===== config.mk =====
export PLATFORM = sky130hd
export DESIGN_NAME = fetch_unit
export DESIGN_NICKNAME = d
export VERILOG_FILES = /design/src/rtl/fetch_unit.sv
export SDC_FILE = /design/constraint.sdc
export NUM_CORES = 1
export LEC_CHECK = 0
export CAP_MARGIN = 20
export CORE_MARGIN = 1.5
export CORE_UTILIZATION = 30
export CTS_CLUSTER_DIAMETER = 50
export DETAILED_ROUTE_END_ITERATION = 12
export HOLD_SLACK_MARGIN = 0.05
export SETUP_SLACK_MARGIN = 0.1
export SKIP_CTS_REPAIR_TIMING = 1
export SYNTH_ARGS = -nofsm -noshare
export SYNTH_HDL_FRONTEND = slang
export SYNTH_SLANG_ARGS = --single-unit

===== constraint.sdc =====
create_clock -name clk -period 3.05 [get_ports clk]
set_clock_uncertainty 0.1 [all_clocks]
set_input_delay 0.7625 -clock clk [delete_from_list [all_inputs] [get_ports clk]]
set_output_delay 0.7625 -clock clk [all_outputs]
set_load 0.01 [all_outputs]

===== src/rtl/fetch_unit.sv =====
// Instruction fetch stage: issues one memory read at a time, holds the fetched
// instruction for decode and supplies the PC register's next value.
module fetch_unit #(
    parameter int unsigned ADDR_W  = 32,
    parameter int unsigned INST_W  = 32,
    parameter int unsigned PC_STEP = 4
) (
    input  logic              clk,
    input  logic              reset,
    input  logic [ADDR_W-1:0] pc_in,
    output logic [ADDR_W-1:0] pc_next,
    output logic              pc_en,
    output logic              imem_req,
    output logic [ADDR_W-1:0] imem_addr,
    input  logic              imem_gnt,
    input  logic              imem_rvalid,
    input  logic [INST_W-1:0] imem_rdata,
    input  logic              redirect,
    input  logic [ADDR_W-1:0] redirect_target,
    input  logic              id_ready,
    output logic              inst_valid,
    output logic [INST_W-1:0] inst,
    output logic [ADDR_W-1:0] inst_pc
);

    typedef enum logic [1:0] {
        FETCH = 2'd0,
        WAIT  = 2'd1,
        HOLD  = 2'd2
    } state_t;

    state_t            state;
    logic              kill;
    logic [ADDR_W-1:0] req_pc;
    logic              resp_ok;

    // A response is usable only if neither an earlier nor a same-cycle redirect killed it
    assign resp_ok = (state == WAIT) && imem_rvalid && !kill && !redirect;

    // PC update and memory request; redirect wins over the sequential advance
    always_comb begin
        imem_req  = 1'b0;
        imem_addr = pc_in;
        pc_en     = 1'b0;
        pc_next   = pc_in;
        if (!reset) begin
            imem_req = (state == FETCH);
            if (redirect) begin
                pc_en   = 1'b1;
                pc_next = redirect_target;
            end else if (resp_ok) begin
                pc_en   = 1'b1;
                pc_next = req_pc + ADDR_W'(PC_STEP);
            end
        end
    end

    always_ff @(posedge clk) begin
        if (reset) begin
            state      <= FETCH;
            kill       <= 1'b0;
            inst_valid <= 1'b0;
            inst       <= '0;
            inst_pc    <= '0;
            req_pc     <= '0;
        end else begin
            case (state)
                FETCH: begin
                    if (imem_gnt) begin
                        req_pc <= pc_in;
                        kill   <= redirect;
                        state  <= WAIT;
                    end
                end
                WAIT: begin
                    if (imem_rvalid) begin
                        kill <= 1'b0;
                        if (resp_ok) begin
                            inst       <= imem_rdata;
                            inst_pc    <= req_pc;
                            inst_valid <= 1'b1;
                            state      <= HOLD;
                        end else begin
                            state <= FETCH;
                        end
                    end else if (redirect) begin
                        kill <= 1'b1;
                    end
                end
                HOLD: begin
                    // Redirect flushes the held instruction even if decode takes it
                    if (redirect || id_ready) begin
                        inst_valid <= 1'b0;
                        state      <= FETCH;
                    end
                end
                default: begin
                    state <= FETCH;
                end
            endcase
        end
    end

endmodule


# == Word level (Yosys, flattened, before mapping) ==
# Index checks and enable logic that the tools add are counted.
# totals
regBits,100
latchBits,0
mem_bits_rw,0
romBits,0
inputBits,102
output_inout_bits,131
word_cells,48
n_memories,0
# classes
add_sub_neg,1
multipliers,0
n_div,0
n_lt_le_gt_ge,0
eq_ne,7
shifts,0
mux,20
bitwise,0
reduce_logical,14
# ops
operator,count
32-bit two-way mux,3
"32-bit by 3-bit adder with 32-bit output, second input constant",1
1-bit two-way mux,10
3-bit AND reduction,3
2-bit two-way mux,4
"2-bit != test, second input constant",4
2-bit one-hot mux with 3 select lines,1
1-bit one-hot mux with 2 select lines,2
4-bit AND reduction,1
2-bit nonzero test,2
1-bit logical AND,3
"3-bit != test, second input constant",1
"2-bit by 1-bit equality test with 1-bit output, second input constant",1
"2-bit equality test, second input constant",1
1-bit zero test,2
2-bit zero test,1
2-bit AND reduction,1
1-bit logical OR,1

# == Logic depth before layout (Yosys ltp) ==
# logic_depth
word_depth,7
depth_mapped,7

# == Least setup slack after synthesis ==
# Ideal clock, no wire load.
# synth_path
kind,input port to output port
start,in redirect
end,out pc_next[17]
arrival_time_ns,1.849
required_ns,2.188
slack_ns,0.338
cell_stages,7
path_cell_list,clkbuf_1 nor2_1 or2_1 buf_6 inv_2 o22ai_1 a21oi_1
# synth_via
elab_chain_cells,5
# synth_lines
item,line,rtl
"start, declared",18,"input logic redirect,"
1-bit zero test,38,assign resp_ok = (state == WAIT) && imem_rvalid && !kill && !redirect;
1-bit logical AND,38,
32-bit two-way mux,51,end else if (resp_ok) begin
32-bit two-way mux *,48,if (redirect) begin
32-bit two-way mux *,46,if (!reset) begin
"end, declared",11,"output logic [ADDR_W-1:0] pc_next,"
# Mark *: on every way between the ends. The rest lies on a longest branch, timed or not.

# == Final worst setup path ==
# layout_path
start,in imem_rvalid
end,out pc_next[8]
# layout_via
elab_chain_cells,6
# layout_lines
item,line,rtl
"start, declared",16,"input logic imem_rvalid,"
1-bit logical AND (3 in series),38,
32-bit two-way mux,51,
32-bit two-way mux,48,
32-bit two-way mux,46,
# No other way between the ends.

==> impl_results.md <==
* Total CTS buffers at 9
* PwrDens at 394 nW/µm²
* Crit. End Element: output port
* Fin crit share at 94.9%
* Synthesis Warnings at 0
* Worst EP required at 2.19 ns
* Number of global-route vias before repair at 4861
* Via Count at 5234
* Final ANT Viol Nets at 0
* Hold crit path type: reg -> reg
* Placed cells at 1090
* Initial Util at 30.5%
* Hold Violations, Final at 0
* Unique masters post-synth at 42
* Register area share after synthesis at 41.5%
* CTS root buffer: clkbuf_16
* Worst R2R Path Depth at 6
* Num rows at 46
* Vias per std cell at 4.71
* Largest net degree at the start of global routing at 38
* NumNets Final at 994
* Area delta synth->final at 64.1%
* Die Ht at 130 µm
* I/O Buffers at 232
* Fmax at 346 MHz
* Critical path launch point: imem_rvalid
* Overflow after GRT at 0
* TNS Setup at 0 ns
* Ys flop type: dfxtp_1
* Die footprint at 16900 µm²
* Antenna violations before repair at 1
* Rel. slew slack at 72.6%
* Crit start category: input port
* Clock sinks at 100
* Setup ws final at 0.157 ns
* I/O pin cnt at 233
* P_leak at 3.01 nW
* CTS clock-pin slew for the worst setup and hold paths at 0.06 ns
* CTS Buffer Depth at 2
* Slew @ Worst Pin at 0.411 ns
* Data arrival, critical path at 2.03 ns
* DP Wirelength at 12500 µm
* GRT Util Overall at 19.8%
* Critical path class: in -> out
* Later-pin clock latency in the skew report at 0.35 ns
* Overall power at 3.12 mW
* Peak VDD IR at 0.254 mV
* Post-Layout Cell Count at 1111
* FF-to-FF Start: state[1]$_SDFFE_PP0P_
* R2R setup slack at 1.34 ns
* FF-to-FF End: inst[4]$_SDFFE_PP0P_
* Routability cong. at 0.795
* Worst Path Max Fanout at 6
* Async SR Flop Fraction at 0%
* Synth Area per Inst at 7.39 µm²
* Status: finished, final reports clean
* Pre-Repair DR Iteration Count at 4
* Share of layout cells above drive strength 1 at 15.1%
* Drt drc at 0
* Hold depth at 2
* Setup violators final at 0
* Core Footprint at 15800 µm²
* Syn Nets at 756
* Avg WL per Cell at 15.4 µm
* Final Max Tran Viols at 0
* Max-Cap Viols at 0
* Post-Syn Area at 4830 µm²
* Pre-CTS setup slack at -0.618 ns
* EDFF count, synth at 0
* Post-Route WL at 17100 µm
* Unrepaired setup endpoints after global routing: true
* Width of the die at 130 µm
* H-tree level count at 3
* Syn Inst Count at 653
* Crit path time final at 2.89 ns
* DRT iter0 DRCs at 231
* First-pass GRT wire length at 25800 µm
* CTS tree: done
* Crit path capture: pc_next[8]
* #FFs+latches synth at 100
* # fillers at 1585
-- worst max-delay path, cell delays in order --
cell and delay [ns]:
buf_6 0.07, and4bb_1 0.20, nor2_1 0.05, or2_4 0.31, buf_12 0.16, a221o_1 0.33
buf_2 0.14
-- worst min path at each step --
stage / start / to / slack, ns
final: inst[13]$_SDFFE_PP0P_ / inst[13]$_SDFFE_PP0P_ / 0.35
after floorplan: req_pc[0]$_SDFFE_PP0P_ / inst_pc[0]$_SDFFE_PP0P_ / 0.34
after detailed placement: inst[20]$_SDFFE_PP0P_ / inst[20]$_SDFFE_PP0P_ / 0.35
after global placement: inst[18]$_SDFFE_PP0P_ / inst[18]$_SDFFE_PP0P_ / 0.34
after CTS: inst[20]$_SDFFE_PP0P_ / inst[20]$_SDFFE_PP0P_ / 0.36
after global routing: inst[16]$_SDFFE_PP0P_ / inst[16]$_SDFFE_PP0P_ / 0.37
-- layout by cell type, fill, tap and decap left out, types with 4 or more instances in the layout --
cell               n
buf_4             67
a22oi_2            4
dlymetal6s2s_1    16
o21ai_1           17
xor2_1            17
and3_1             6
nor3_2             4
xnor2_1            6
nand2_1          208
buf_6              5
o21ai_0            7
a21oi_1          112
nand4_1            8
clkbuf_2          14
o22ai_1            7
buf_2              4
dfxtp_1           96
nor2_1             9
buf_12             4
nand3_1           12
clkbuf_16         10
a22oi_1           14
clkdlybuf4s50_1  196
dfxtp_2            4
-- routing by layer --
metal | share of wire (%) | GRT usage [%] | vias up
li1 | - | - | 2652
met1 | 46 | 26.1 | 2425
met2 | 46 | 32.2 | 144
met3 | 5.9 | 4.26 | 13
met4 | 1.3 | 6.34 | 0
met5 | 0 | 0 | -
-- cells in the mapped netlist (all sizes together) (4+ instances only) --
cell	count	area, µm²
xnor2	6	52.6
buf	51	357
a22oi	18	135
xor2	18	158
a21oi	112	561
dfxtp	100	2000
and3	6	37.5
nand3	15	75.1
o21ai	24	120
nand4	8	50.1
nand2b	4	25.0
clkbuf	29	109
nor3	7	40.0
o22ai	7	43.8
nor2	13	58.8
nand2	208	781
-- cells by family after synthesis --
family | after synthesis | share of synthesized area (%)
AO/OA/AOI/OAI | 165 | 18.5
XOR/XNOR | 24 | 4.35
adder cells (fa/ha/maj) | 1 | 0.259
buffers and inverters | 82 | 9.79
flip-flops | 100 | 41.5
multiplexers | 3 | 0.622
AND/OR/NAND/NOR | 278 | 25.0
-- through the flow --
| step | utilization [%] | instance area (µm²) | hold slack, ns |
|---|---|---|---|
| after floorplan | - | 4830 | 0.345 |
| after global placement | 47.6 | 7530 | 0.341 |
| after detailed placement | 47.6 | 7530 | 0.347 |
| after CTS | 49.3 | 7810 | 0.356 |
| after global routing | 50.1 | 7930 | 0.369 |
| final | 50.1 | 7930 | 0.352 |
-- sequential cells by signal, summed over array words and instances (netlist names) --
signal      flops
inst_pc        32
inst           32
state           2
inst_valid      1
req_pc         32
kill            1
-- area by class of cell --
| class | count | area [µm²] | share of cell area, % |
|---|---|---|---|
| diodes | 1 | 2.50 | 0.0316 |
| clock buffers | 13 | 270 | 3.41 |
| clock inverters | 1 | 7.51 | 0.0947 |
| inverters | 2 | 10.0 | 0.126 |
| multi-input cells | 471 | 2440 | 30.8 |
| flip-flops and latches | 100 | 2010 | 25.3 |
| well taps | 216 | 270 | 3.41 |
| repair buffers | 307 | 2920 | 36.8 |
-- report_power, final --
group | switching [mW] | internal [mW] | leakage, nW
combinational | 0.288 | 0.347 | 2.06
sequential | 0.0332 | 1.35 | 0.814
clock | 0.490 | 0.612 | 0.134
Note: power is estimated with default switching activity, not from simulation.
